$ cat src/rtl/cla_share_arb_pkg.sv
// Shared types and constants for the shared carry-lookahead adder arbiter.
package cla_share_arb_pkg;

    typedef enum logic [1:0] {
        IDLE = 2'd0,
        CALC = 2'd1,
        RESP = 2'd2
    } arb_state_e;

    localparam int STAT_W = 16;

endpackage

$ cat src/rtl/carry_lookahead_adder.sv
// Unsigned WIDTH-bit carry-lookahead adder; carry out lands in o_result[WIDTH].
module carry_lookahead_adder #(
    parameter int WIDTH = 3
) (
    input  logic [WIDTH-1:0] i_add1,
    input  logic [WIDTH-1:0] i_add2,
    output logic [WIDTH:0]   o_result
);

    logic [WIDTH-1:0] gen;
    logic [WIDTH-1:0] prop;
    logic [WIDTH:0]   carry;

    assign gen  = i_add1 & i_add2;
    assign prop = i_add1 ^ i_add2;

    // Each carry is the flattened OR of generate terms propagated upward.
    always_comb begin
        logic term;
        carry = '0;
        for (int i = 0; i < WIDTH; i++) begin
            for (int j = 0; j <= i; j++) begin
                term = gen[j];
                for (int m = j + 1; m <= i; m++) begin
                    term = term & prop[m];
                end
                carry[i+1] = carry[i+1] | term;
            end
        end
    end

    assign o_result = {carry[WIDTH], prop ^ carry[WIDTH-1:0]};

endmodule

$ cat src/rtl/cla_share_arbiter.sv
// Round-robin arbiter sharing one carry_lookahead_adder among NUM_REQ requesters.
// Define CLA_SHARE_ARB_STATS_EN to add per-requester saturating grant counters (o_grant_cnt).
module cla_share_arbiter
    import cla_share_arb_pkg::*;
#(
    parameter  int WIDTH   = 3,
    parameter  int NUM_REQ = 4,
    localparam int IDW     = (NUM_REQ > 1) ? $clog2(NUM_REQ) : 1
) (
    input  logic                       i_clk,
    input  logic                       i_rst,
    input  logic [NUM_REQ-1:0]         i_req_valid,
    input  logic [NUM_REQ*WIDTH-1:0]   i_req_add1,
    input  logic [NUM_REQ*WIDTH-1:0]   i_req_add2,
    output logic [NUM_REQ-1:0]         o_req_ready,
    output logic                       o_rsp_valid,
    output logic [WIDTH:0]             o_rsp_result,
    output logic [IDW-1:0]             o_rsp_id,
    input  logic                       i_rsp_ready,
`ifdef CLA_SHARE_ARB_STATS_EN
    output logic [NUM_REQ*STAT_W-1:0]  o_grant_cnt,
`endif
    output logic                       o_busy
);

    arb_state_e       state_q, state_d;
    logic [IDW-1:0]   rr_ptr_q;
    logic [IDW-1:0]   id_q;
    logic [WIDTH-1:0] add1_q, add2_q;
    logic [WIDTH:0]   res_q;
    logic [WIDTH:0]   sum;
    logic [IDW-1:0]   grant_id;
    logic [IDW-1:0]   next_ptr;
    logic             handshake;

    // First valid index at or after ptr, wrapping.
    function automatic logic [IDW-1:0] rr_pick(input logic [NUM_REQ-1:0] vld,
                                               input logic [IDW-1:0]     ptr);
        logic [IDW-1:0] win;
        logic           found;
        int             idx;
        win   = '0;
        found = 1'b0;
        for (int i = 0; i < NUM_REQ; i++) begin
            idx = (int'(ptr) + i) % NUM_REQ;
            if (!found && vld[idx]) begin
                found = 1'b1;
                win   = IDW'(idx);
            end
        end
        return win;
    endfunction

    assign grant_id  = rr_pick(i_req_valid, rr_ptr_q);
    assign next_ptr  = IDW'((int'(grant_id) + 1) % NUM_REQ);
    assign handshake = (state_q == IDLE) && (|i_req_valid);

    // Gated by i_rst so no grant is visible while reset is held.
    assign o_req_ready = (handshake && !i_rst) ? (NUM_REQ'(1) << grant_id) : '0;

    always_comb begin
        state_d = state_q;
        case (state_q)
            IDLE:    if (handshake) state_d = CALC;
            CALC:    state_d = RESP;
            RESP:    if (i_rsp_ready) state_d = IDLE;
            default: state_d = IDLE;
        endcase
    end

    always_ff @(posedge i_clk or posedge i_rst) begin
        if (i_rst) begin
            state_q  <= IDLE;
            rr_ptr_q <= '0;
            id_q     <= '0;
            add1_q   <= '0;
            add2_q   <= '0;
            res_q    <= '0;
        end else begin
            state_q <= state_d;
            if (handshake) begin
                add1_q   <= i_req_add1[grant_id*WIDTH +: WIDTH];
                add2_q   <= i_req_add2[grant_id*WIDTH +: WIDTH];
                id_q     <= grant_id;
                rr_ptr_q <= next_ptr;
            end
            if (state_q == CALC) res_q <= sum;
        end
    end

    carry_lookahead_adder #(.WIDTH(WIDTH)) u_cla (
        .i_add1   (add1_q),
        .i_add2   (add2_q),
        .o_result (sum)
    );

    assign o_rsp_valid  = (state_q == RESP);
    assign o_rsp_result = res_q;
    assign o_rsp_id     = id_q;
    assign o_busy       = (state_q != IDLE);

`ifdef CLA_SHARE_ARB_STATS_EN
    logic [NUM_REQ-1:0][STAT_W-1:0] cnt_q;

    for (genvar k = 0; k < NUM_REQ; k++) begin : g_cnt
        always_ff @(posedge i_clk or posedge i_rst) begin
            if (i_rst) begin
                cnt_q[k] <= '0;
            end else if (handshake && (grant_id == IDW'(k)) && (cnt_q[k] != '1)) begin
                cnt_q[k] <= cnt_q[k] + 1'b1;
            end
        end
    end

    assign o_grant_cnt = cnt_q;
`endif

endmodule

$ cat config.mk
export PLATFORM = sky130hd
export DESIGN_NAME = cla_share_arbiter
export DESIGN_NICKNAME = d
export VERILOG_FILES = /design/src/rtl/cla_share_arb_pkg.sv /design/src/rtl/carry_lookahead_adder.sv /design/src/rtl/cla_share_arbiter.sv
export SDC_FILE = /design/constraint.sdc
export NUM_CORES = 1
export LEC_CHECK = 0
export BUFFER_PORTS_ARGS = -buffer_cell sky130_fd_sc_hd__buf_2
export CORE_MARGIN = 4
export CORE_UTILIZATION = 46
export DETAILED_ROUTE_END_ITERATION = 7
export PLACE_DENSITY = 0.86
export SLEW_MARGIN = 20
export SYNTH_ARGS = -nofsm -noshare
export SYNTH_HDL_FRONTEND = slang
export SYNTH_SLANG_ARGS = --single-unit
export TNS_END_PERCENT = 50
$ cat constraint.sdc
create_clock -name i_clk -period 2.45 [get_ports i_clk]
set_clock_uncertainty 0.2 [all_clocks]
set_input_delay 0.1225 -clock i_clk [delete_from_list [all_inputs] [get_ports i_clk]]
set_output_delay 0.1225 -clock i_clk [all_outputs]
set_load 0.02 [all_outputs]
# Word level (Yosys, flattened, before mapping)
# Index checks and enable logic that the tools add are counted.
# op_classes
add_sub_neg	4
mul	1
magnitude_cmp	4
n_eq_ne	4
shifts	3
mux	22
n_bitwise	12
reduce_logical	16
# op_table
op	n
12-bit by 5-bit indexed part select with 3-bit output	2
3-bit by 4-bit less-than comparator with 1-bit output (second input constant)	3
2-bit two-way mux	6
1-bit two-way mux	10
1-bit binary-select mux with 2-bit select	4
2-bit one-hot mux with 3 select lines	1
2-bit OR reduction	3
3-bit bitwise XOR	2
1-bit logical AND	5
2-bit by 1-bit adder with 2-bit output (second input constant)	2
2-bit adder (second input constant)	2
1-bit zero test	4
2-bit by 2-bit multiplier with 4-bit output (second input constant)	1
4-bit two-way mux	1
4-bit OR reduction	1
1-bit by 2-bit << shifter with 4-bit output (first input constant)	1
1-bit bitwise AND	3
1-bit bitwise AND (first input constant)	3
3-bit bitwise AND	1
2-bit by 3-bit less-than comparator with 1-bit output (second input constant)	1
1-bit OR	3
2-bit by 1-bit equality test with 1-bit output (second input constant)	1
2-bit equality test (second input constant)	1
2-bit zero test	1
other kinds (4)	4
# totals
reg_bits	16
input_bits	31
elab_cells	72

# Depth between registers and ports, before layout
# logic_depth
depth_word	16
mapped_depth	6
depth_no_buf	5

# Cells and area by module
# Synthesis repeated with hierarchy kept, for this count alone.
# unflattened
hier_cells	100
hier_area_um2	1021.0
# modules_own_cells
mod	instances	cells_per_inst	area_each_um2
cla_share_arbiter	1	92	930.9
carry_lookahead_adder	1	8	90.1

# Worst setup path before layout
# No wires, ideal clock.
# synth_path
kind	reg-to-output
from	reg state_q[1]
to	out o_req_ready[1]
t_arrival_ns	1.781
setup_slack_ns	0.346
path_stages_with_launch	5
path_buffers	1
path_cell_list	dfrtp_1 -> or2_1 -> or2_1 -> buf_4 -> nor4_1
# synth_between
elab_chain_cells	4
# synth_rtl
item	line_no	rtl
from (decl)	cla_share_arbiter.sv:26	arb_state_e state_q, state_d;
from (signal assigned)	cla_share_arbiter.sv:80	state_q <= state_d;
2-bit zero test	cla_share_arbiter.sv:56	assign handshake = (state_q == IDLE) && (|i_req_valid);
1-bit logical AND	cla_share_arbiter.sv:56	
1-bit logical AND	cla_share_arbiter.sv:59	assign o_req_ready = (handshake && !i_rst) ? (NUM_REQ'(1) << grant_id) : '0;
4-bit two-way mux	cla_share_arbiter.sv:59	
to (decl)	cla_share_arbiter.sv:15	output logic [NUM_REQ-1:0] o_req_ready,
# No other way between the ends.

# Worst setup path in the final report
# layout_path
from	reg rr_ptr_q[0]
to	reg add2_q[2]
# layout_between
elab_chain_cells	14
word_cells_on_any_way	29
cone_classes	3 x add/sub; 1 x mul; 1 x shift; 18 x mux; 6 x reduce/logical
# layout_rtl
item	line_no	rtl
from (decl)	cla_share_arbiter.sv:27	logic [IDW-1:0] rr_ptr_q;
from (signal assigned)	cla_share_arbiter.sv:85	rr_ptr_q <= next_ptr;
2-bit by 1-bit adder with 2-bit output or 1-bit binary-select mux with 2-bit select (tied branches)	cla_share_arbiter.sv:45, cla_share_arbiter.sv:46	
1-bit binary-select mux with 2-bit select or 1-bit two-way mux (tied branches)	cla_share_arbiter.sv:46	if (!found && vld[idx]) begin
1-bit two-way mux (implied by the code)	cla_share_arbiter.sv:46	
1-bit two-way mux (implied by the code) or 1-bit zero test (tied branches)	cla_share_arbiter.sv:46	
1-bit logical AND	cla_share_arbiter.sv:46	
1-bit two-way mux	cla_share_arbiter.sv:46	
1-bit zero test	cla_share_arbiter.sv:46	
1-bit logical AND	cla_share_arbiter.sv:46	
1-bit two-way mux	cla_share_arbiter.sv:46	
1-bit zero test	cla_share_arbiter.sv:46	
1-bit logical AND	cla_share_arbiter.sv:46	
2-bit two-way mux (*)	cla_share_arbiter.sv:46	
2-bit by 2-bit multiplier with 4-bit output (*)	cla_share_arbiter.sv:83	add2_q <= i_req_add2[grant_id*WIDTH +: WIDTH];
12-bit by 5-bit indexed part select with 3-bit output (*)	cla_share_arbiter.sv:83	
to (signal assigned)	cla_share_arbiter.sv:83	
to (decl)	cla_share_arbiter.sv:29	logic [WIDTH-1:0] add1_q, add2_q;
# Mark *: on every way between the ends. The rest lies on a longest branch, timed or not. The select of a mux whose other input is x is not followed.
# A chain may end at the register's enable or synchronous reset.

==> results by group <==
Worst setup path
  – CP max FO: 7
  – CP arrival: 2.28 ns
  – Setup crit end kind: flip-flop
  – Worst path required time: 2.42 ns
  – Critical path class: flip-flop to flip-flop
  – CP Launch Type: flip-flop

Power and ir drop
  – Static Leak: 0.778 nW
  – Power Total: 1.67 mW
  – Pwr Density: 1100 nW/µm²
  – Maximum vdd ir drop: 0.647 mV

Clock network
  – H-tree depth: 1
  – Clock Latency Late Sink: 0.29 ns
  – Clk buf depth: 2
  – Clock Sinks: 16
  – TritonCTS Buffers: 3
  – TritonCTS clock tree: yes
  – Root Buffer: clkbuf_4
  – Reg clk slew, reported paths: 0.09 ns

Floorplan
  – Boundary pin count: 43
  – Core ar.: 2020 µm²
  – FP Rows: 16
  – Die height: 54.8 µm
  – Initial Utilization: 49.8%
  – Die width: 54.8 µm
  – Die area: 3000 µm²

Routing
  – # DRC: 0
  – Avg Vias per Cell: 5.26
  – Pre-antenna DRT Iters: 4
  – Initial DRC Count: 23
  – Drt total wl: 2880 µm
  – Total number of vias: 1010
  – Avg WL per Cell: 15.0 µm
  – Antenna Nets Post-Route: 0

Synth
  – Ys Warns: 0
  – Post-synthesis instance area: 1010 µm²
  – Synth unique cells: 33
  – Cells after Synth: 96
  – Post-Synth XOR/XNOR Area: 1.74%
  – Mean post-synth cell area: 10.5 µm²
  – Post-synthesis simple-gate area fraction: 16.0%
  – Syn Nets: 132
  – Area leader, netlist: dfrtp_1
  – Adder-cell share of the synthesized area: 6.97%
  – Top cells by area, synth: dfrtp_1 40%, mux2i_1 11%, ha_1 5.0%
  – Compound-cell area share of the yosys netlist: 17.4%
  – Largest family of logic cells by synthesized area: compound AO/OA/AOI/OAI gates
  – Seq/Total Area, Yosys: 39.8%
  – Synth top area share: 39.8%
  – Mux cell area share after synthesis: 13.2%
  – Register bit count reported by yosys: 16

STA
  – Slew HR: 63.4%
  – Min cycle time layout: 2.32 ns
  – Unrepaired setup endpoints after global routing: false
  – Fin crit share: 94.7%
  – Hold_ws: 0.0305 ns
  – Post-route setup TNS: 0 ns
  – Worst slew pin tran: 0.548 ns
  – Final hold viol count: 0
  – Peak Freq: 431 MHz
  – Final setup violation count: 0
  – Slew Limit Fails: 0

Final layout
  – Area of the multi-input gates: 568 µm²
  – Diodes inserted: 0
  – Final Cell Area: 1510 µm²
  – Reg area: 400 µm²
  – Area Overhead vs Synth: 50.2%
  – Share of layout cells above drive strength 1: 35.8%
  – Layout Nets: 203
  – Fill count: 116

GRT
  – Total global-route track usage: 20.0%
  – Vias in the first global route: 970
  – Total grt overflow: 0
  – First-pass GRT wire length: 4310 µm
  – Pin count of the biggest net entering global routing: 18
  – Antenna violations before repair: 0

Place
  – Placer Congestion: 0.785
  – Placement Cell Area: 1230 µm²
  – DP Wirelength: 1790 µm
  – IO Port Bufs: 42

Flow run
  – Max_cap viols: 0

Outcome
  – Outcome: finished, final reports clean

Hold path
  – Min-Delay Path Class: primary input to flip-flop
## layout by cell type (no fill, tap or decap), types with 2 or more instances in the layout
cell	netlist	layout
buf_4	1	4
o21ai_0	5	5
o221ai_1	5	5
dlygate4sd3_1	0	22
nand2_1	11	11
nor4_1	3	3
nor2_4	1	2
o21ai_1	2	2
or2_1	2	2
clkbuf_4	0	3
a21oi_1	3	3
inv_1	5	5
dfrtp_1	16	16
ha_1	4	4
inv_2	2	2
buf_2	0	42
nand2b_1	4	4
nor2_1	3	3
mux2i_1	11	11
mux2_2	2	2
## final timing paths
kind                                      start              end  slack, ns  depth (start not counted)
worst max-delay path                rr_ptr_q[0]        add2_q[2]       0.13                          7
worst min-delay path              i_req_add1[3]        add1_q[0]       0.03                          3
worst max register to register      rr_ptr_q[0]        add2_q[2]       0.13                          7
worst min register to register  o_rsp_result[3]  o_rsp_result[3]       0.29                          2
max in group asynchronous                 i_rst  o_rsp_result[2]       1.61                          4
min in group asynchronous                 i_rst        add1_q[1]       0.26                          4
## power breakdown
part	leakage [nW]	total (mW)	switching (mW)	internal, mW
clock	0.0138	0.137	0.0794	0.0572
combinational	0.570	1.05	0.582	0.472
sequential	0.194	0.477	0.0802	0.397
## worst max-delay path, stage by stage (launching register included)
cell and delay [ns]:
dfrtp_1 0.39, inv_1 0.17, a221oi_2 0.10, buf_4 0.17, nor2_4 0.26, mux2i_1 0.23, dlygate4sd3_1 0.58, o221ai_1 0.11
## stage by stage
| step | util [%] | std cells | setup slack, ns |
|---|---|---|---|
| 2_1_floorplan | - | 96 | 0.346 |
| 3_3_place_gp | 61.1 | 163 | 0.571 |
| 3_5_place_dp | 61.1 | 163 | 0.519 |
| 4_1_cts | 73.1 | 188 | 0.0738 |
| 5_1_grt | 74.8 | 192 | 0.0158 |
| 6_report | 74.8 | 192 | 0.131 |
## synth_stat cells (all sizes together)
master,count
dfrtp,16
mux2i,11
nand2,11
inv,7
o21ai,7
o221ai,5
a21oi,4
ha,4
nand2b,4
nor2,4
nor4,3
a221oi,2
buf,2
mux2,2
or2,2
a21o,1
a311oi,1
and4,1
and4b,1
clkbuf,1
fa,1
nor3b,1
nor4b,1
o21a,1
o21bai,1
xnor2,1
xor2,1
## area by class of cell
class / instances / share of cell area [%]
clock buffers: 3 / 1.49
well taps: 27 / 2.24
repair buffers: 68 / 30.5
multi-input cells: 71 / 37.6
inverters: 7 / 1.74
flip-flops and latches: 16 / 26.5
## registers in the layout (all words and copies together), names as in the netlist
register / flops
add1_q: 3
add2_q: 3
o_rsp_id: 2
o_rsp_result: 4
rr_ptr_q: 2
state_q: 2
## metal layers
layer / part of all wire [%] / vias to the layer above / track usage [%] / wire length (µm)
met3: 6.1 / 4 / 5.45 / 176
met5: 0 / - / 0 / 0
li1: - / 492 / - / -
met2: 54 / 36 / 37.0 / 1560
met4: 0.66 / 0 / 2.07 / 19
met1: 39 / 478 / 23.4 / 1120
## timing repair
action | in CTS | in global routing
hold buffers | 22 | 0
gates resized for setup | 0 | 1
setup endpoints to repair | 0 | 5
endpoints found under the hold margin | 22 | 0
setup buffers | 0 | 3
## kinds of logic after synthesis
kind of cell    after synthesis
mux                          13
buf+inv                      10
fa+ha+maj                     5
flops                        16
xor+xnor                      2
compound gates               22
simple gates                 28
Power figures use the tool's default switching activity.
